File: src/rtl/div_sched_pkg.sv
// Shared types and constants for the divider scheduler: opcodes, FSM states
// and the fixed result values used when the divider is bypassed.
package div_sched_pkg;

    typedef enum logic [1:0] {
        OP_DIV  = 2'd0,
        OP_DIVU = 2'd1,
        OP_REM  = 2'd2,
        OP_REMU = 2'd3
    } div_op_e;

    typedef enum logic [1:0] {
        ST_IDLE  = 2'd0,
        ST_ISSUE = 2'd1,
        ST_WAIT  = 2'd2,
        ST_RESP  = 2'd3
    } div_state_e;

    localparam logic [31:0] INT_MIN  = 32'h8000_0000;
    localparam logic [31:0] ALL_ONES = 32'hFFFF_FFFF;

    function automatic logic op_is_signed(input div_op_e op);
        return (op == OP_DIV) || (op == OP_REM);
    endfunction

    function automatic logic op_is_rem(input div_op_e op);
        return (op == OP_REM) || (op == OP_REMU);
    endfunction

endpackage

File: src/rtl/div_rr_arb.sv
// Two-way round-robin grant. The grant is combinational; the priority only
// moves when a granted request is actually taken.
module div_rr_arb (
    input  logic       clk,
    input  logic       rstn,
    input  logic       en,
    input  logic [1:0] req,
    output logic [1:0] gnt
);

    // Index of the requester that wins a tie; the loser of the last grant.
    logic prio;

    always_comb begin
        gnt = 2'b00;
        if (en) begin
            if (req[prio]) begin
                gnt[prio] = 1'b1;
            end else if (req[~prio]) begin
                gnt[~prio] = 1'b1;
            end
        end
    end

    always_ff @(posedge clk or negedge rstn) begin
        if (!rstn) begin
            prio <= 1'b0;
        end else if (|(req & gnt)) begin
            prio <= gnt[0];
        end
    end

endmodule

File: src/rtl/div_sched.sv
// Shares one external iterative divider between two requesters. Divide-by-zero
// and signed overflow are answered locally without starting the divider.
module div_sched
    import div_sched_pkg::*;
(
    input  logic             clk,
    input  logic             rstn,
    input  logic [1:0]       req_valid,
    output logic [1:0]       req_ready,
    input  logic [1:0][1:0]  req_op,
    input  logic [1:0][31:0] req_a,
    input  logic [1:0][31:0] req_b,
    output logic [1:0]       rsp_valid,
    input  logic [1:0]       rsp_ready,
    output logic [31:0]      rsp_data,
    output logic             div_enable,
    input  logic             div_completed,
    output logic             div_is_signed,
    output logic [31:0]      div_src,
    output logic [31:0]      div_sink,
    input  logic [31:0]      div_quo,
    input  logic [31:0]      div_res
);

    div_state_e  state;
    div_op_e     op_q;
    logic        idx_q;

    logic        arb_en;
    logic [1:0]  gnt;
    logic        accept;
    logic        acc_idx;
    div_op_e     acc_op;
    logic [31:0] acc_a;
    logic [31:0] acc_b;
    logic        acc_zero;
    logic        acc_ovf;

    function automatic logic [1:0] onehot(input logic idx);
        return idx ? 2'b10 : 2'b01;
    endfunction

    // Fixed answers for the two cases the divider is never asked about.
    function automatic logic [31:0] bypass_result(input div_op_e op, input logic [31:0] a,
                                                  input logic zero);
        if (zero) begin
            return op_is_rem(op) ? a : ALL_ONES;
        end
        return op_is_rem(op) ? 32'd0 : INT_MIN;
    endfunction

    assign arb_en = (state == ST_IDLE) && rstn;

    div_rr_arb u_arb (
        .clk  (clk),
        .rstn (rstn),
        .en   (arb_en),
        .req  (req_valid),
        .gnt  (gnt)
    );

    assign req_ready = gnt;
    assign accept    = |(req_valid & gnt);
    assign acc_idx   = gnt[1];
    assign acc_op    = div_op_e'(req_op[acc_idx]);
    assign acc_a     = req_a[acc_idx];
    assign acc_b     = req_b[acc_idx];
    assign acc_zero  = (acc_b == '0);
    assign acc_ovf   = op_is_signed(acc_op) && (acc_a == INT_MIN) && (acc_b == ALL_ONES);

    always_ff @(posedge clk or negedge rstn) begin
        if (!rstn) begin
            state         <= ST_IDLE;
            op_q          <= OP_DIV;
            idx_q         <= 1'b0;
            rsp_valid     <= 2'b00;
            rsp_data      <= '0;
            div_enable    <= 1'b0;
            div_is_signed <= 1'b0;
            div_src       <= '0;
            div_sink      <= '0;
        end else begin
            div_enable <= 1'b0;
            case (state)
                ST_IDLE: begin
                    if (accept) begin
                        op_q  <= acc_op;
                        idx_q <= acc_idx;
                        if (acc_zero || acc_ovf) begin
                            rsp_data  <= bypass_result(acc_op, acc_a, acc_zero);
                            rsp_valid <= onehot(acc_idx);
                            state     <= ST_RESP;
                        end else begin
                            div_src       <= acc_a;
                            div_sink      <= acc_b;
                            div_is_signed <= op_is_signed(acc_op);
                            div_enable    <= 1'b1;
                            state         <= ST_ISSUE;
                        end
                    end
                end
                ST_ISSUE: begin
                    state <= ST_WAIT;
                end
                // Completion is only meaningful here; elsewhere it is stale or spurious.
                ST_WAIT: begin
                    if (div_completed) begin
                        rsp_data  <= op_is_rem(op_q) ? div_res : div_quo;
                        rsp_valid <= onehot(idx_q);
                        state     <= ST_RESP;
                    end
                end
                ST_RESP: begin
                    if (rsp_ready[idx_q]) begin
                        rsp_valid <= 2'b00;
                        state     <= ST_IDLE;
                    end
                end
                default: begin
                    state <= ST_IDLE;
                end
            endcase
        end
    end

endmodule

File: config.mk
export PLATFORM = sky130hd
export DESIGN_NAME = div_sched
export DESIGN_NICKNAME = d
export VERILOG_FILES = /design/src/rtl/div_sched_pkg.sv /design/src/rtl/div_rr_arb.sv /design/src/rtl/div_sched.sv
export SDC_FILE = /design/constraint.sdc
export NUM_CORES = 1
export LEC_CHECK = 0
export CORE_ASPECT_RATIO = 1.2
export CORE_MARGIN = 10
export CORE_UTILIZATION = 30
export CTS_CLUSTER_SIZE = 8
export DETAILED_ROUTE_END_ITERATION = 8
export PLACE_DENSITY_LB_ADDON = 0.3
export SKIP_CTS_REPAIR_TIMING = 1
export SLEW_MARGIN = 20
export SYNTH_ARGS = -nofsm -noshare
export SYNTH_HDL_FRONTEND = slang
export SYNTH_HIERARCHICAL = 1
export SYNTH_SLANG_ARGS = --single-unit
export TNS_END_PERCENT = 1
File: constraint.sdc
create_clock -name clk -period 3.7 [get_ports clk]
set_input_delay 0.74 -clock clk [delete_from_list [all_inputs] [get_ports clk]]
set_output_delay 0.74 -clock clk [all_outputs]
set_load 0.1 [all_outputs]
==> impl_metrics.tcl <==
set metrics [dict create \
    hp-start "rsp_data[30]" \
    fp.dieH_um 178 \
    powerDensity_nw_per_um2 851 \
    path_class "input pin to flop" \
    htree_levels 3 \
    layout_common_cells "clkdlybuf4s50_1, mux2_2, dfrtp_1, buf_4, mux2i_1" \
    yosys.area.top_type "dfrtp_1" \
    fp.dieW_um 151 \
    dieArea_um2 26900 \
    num_rows 57 \
    wl_um 26400 \
    grtUsageTotal_pct 19.0 \
    place_inst 1114 \
    cts_root_buf "clkbuf_16" \
    clock_path_buffers 2 \
    core_um2 20300 \
    max_freq_ghz 0.280 \
    hold_path_class "flop to flop" \
    nets 1067 \
    syn_area_um2 6220 \
    synth.distinct_cells 50 \
    rr_worst_depth 14 \
    required_ps 3930 \
    cts_made_buffers 9 \
    ios 305 \
    worstPathArrival_ps 3810 \
    status "complete, no violations" \
    synth.avg_cell_area_um2 11.6 \
    syn2layout_area_growth_pct 64.5 \
    rrSetupSlack_ps 170 \
    first_pass_iters 4 \
    tightestPinTransition_ps 1060 \
    final_antenna_net_count 0 \
    grt_pass1_vias 6196 \
    ir_drop_mv 0.672 \
    synth_top_area_share_pct 42.2 \
    yosysWarningCount 6 \
    drv_cap 0 \
    antenna_found_initial 0 \
    yosysSeqAreaShare_pct 42.2 \
    drc 0 \
    crit_path_start_kind "input pin" \
    hpwl_um 21600 \
    skew_ps 12.3 \
    fin_cells 1131 \
    power_leakage_uw 0.00413 \
    overflow 0 \
    final_common_cell "clkdlybuf4s50_1" \
    clk_pin_slew_ps 80 \
    grt_max_degree 55 \
    ys.flop_type "dfrtp_1" \
    cp_max_fo 21 \
    grt_pass1_wl_um 38600 \
    ys_ff_latch 105 \
    startpoint "req_valid[1]" \
    crit_path_end_kind "flop" \
    final.period_utilization_pct 96.7 \
    slew_viol_final 0 \
    via_per_inst 5.08 \
    drive_gt1_share_pct 26.6 \
    rsz0062_at_grt "no" \
    setup_viol 0 \
    cts_tree "built" \
    clock_sinks 105 \
    portBuffers 304 \
    insertion_delay_ps 360 \
    start_util_pct 30.6 \
    period_needed_ps 3580 \
    finalHoldViolCount 0 \
    async_flop_share_pct 100 \
    vias 5746 \
    synthCells 536 \
    fin_setup_tns_ps 0 \
    timing.rr.start "state[0]" \
    syn-num-nets 743 \
    ys_top_cells_by_area "dfrtp_1, mux2_2, mux2i_1" \
    wire_per_inst_um 23.4 \
    routabilityCongestion 0.872 \
    drt_iter0_drc 284 \
    relSlewSlack_pct 29.4 \
    synth_enable_flop_cells 0 \
    whs_path_depth 1 \
]
[cell families (layout without fill, tap and decap cells)]
kind of cell             count (synthesis)  in the layout  share of synthesized area, %
AO/OA/AOI/OAI                           80             80                          11.0
flip-flops                             105            105                          42.2
multiplexers                           176            176                          31.7
AND/OR/NAND/NOR                        127            127                          10.8
adder cells (fa/ha/maj)                  4              4                         0.804
buffers and inverters                   44            373                          3.56
other                                    0              1                             0
[path summary, 6_finish.rpt]
path,end
worst max register to register,div_src[18]
min in group asynchronous,rsp_valid[1]
worst max-delay path,div_src[18]
worst min register to register,rsp_data[30]
max in group asynchronous,div_sink[3]
worst min-delay path,rsp_data[30]
[where the power goes]
group	switching [uW]	leakage (uW)	internal, uW
combinational	4000	0.00261	1750
sequential	326	0.00136	1570
clock	472	0.000156	600
[per-stage QoR]
stage	total power [uW]	hold WS, ps	cell area (um2)	worst slack (ps)	utilization, %
2_1_floorplan	6030	444	6280	-61.1	-
3_3_place_gp	7660	472	9910	-160	48.8
3_5_place_dp	7700	478	9910	-215	48.8
4_1_cts	8790	500	10200	140	50.4
5_1_grt	9040	510	10200	13.0	50.4
6_report	8710	500	10200	123	50.4
[layout make-up]
| class | instances | area (um2) |
|---|---|---|
| flip-flops and latches | 105 | 2630 |
| clock buffers | 9 | 225 |
| repair buffers | 349 | 3500 |
| fillers | 1862 | 10100 |
| multi-input cells | 387 | 3420 |
| diodes | 1 | 2.50 |
| clock inverters | 7 | 103 |
| inverters | 8 | 30.0 |
| well taps | 265 | 332 |
[registers in the layout, indices dropped and copies added (netlist names)]
| name | cells |
|---|---|
| div_enable | 1 |
| state | 2 |
| rsp_data | 32 |
| div_is_signed | 1 |
| idx_q | 1 |
| div_sink | 32 |
| rsp_valid | 2 |
| div_src | 32 |
| u_arb/prio | 1 |
| op_q | 1 |
[per-layer routing]
layer	part of all wire, %	global-route usage [%]	up-vias
met1	39	21.7	2819
met5	0	0	-
met4	1.7	5.21	0
met2	51	33.1	207
li1	-	-	2700
met3	8.6	5.99	20
[cells in the mapped netlist (all sizes together), types with 2 or more instances]
cell type	n
nand2	35
a21o	2
nor2	20
clkbuf	19
o2bb2ai	20
and3	4
ha	4
nand4b	2
nor4b	2
nand3	6
a21oi	8
o21ai	4
o31ai	21
nor2b	3
dfrtp	105
or4	3
a31oi	2
nor4	26
mux2i	37
nand2b	2
buf	17
nor3	4
inv	7
mux2	139
o22ai	13
or3	3
nand4	12
[critical path, stage by stage]
cell             delay (ps)
clkdlybuf4s50_1         500
nand2_2                  70
a21oi_4                 200
buf_12                  180
or3b_1                  350
a211o_1                 310
a2111oi_4               350
o2111ai_2               240
nand3b_1                170
buf_4                   150
buf_12                  170
mux2_2                  350
Note: power is estimated with default switching activity, not from simulation.
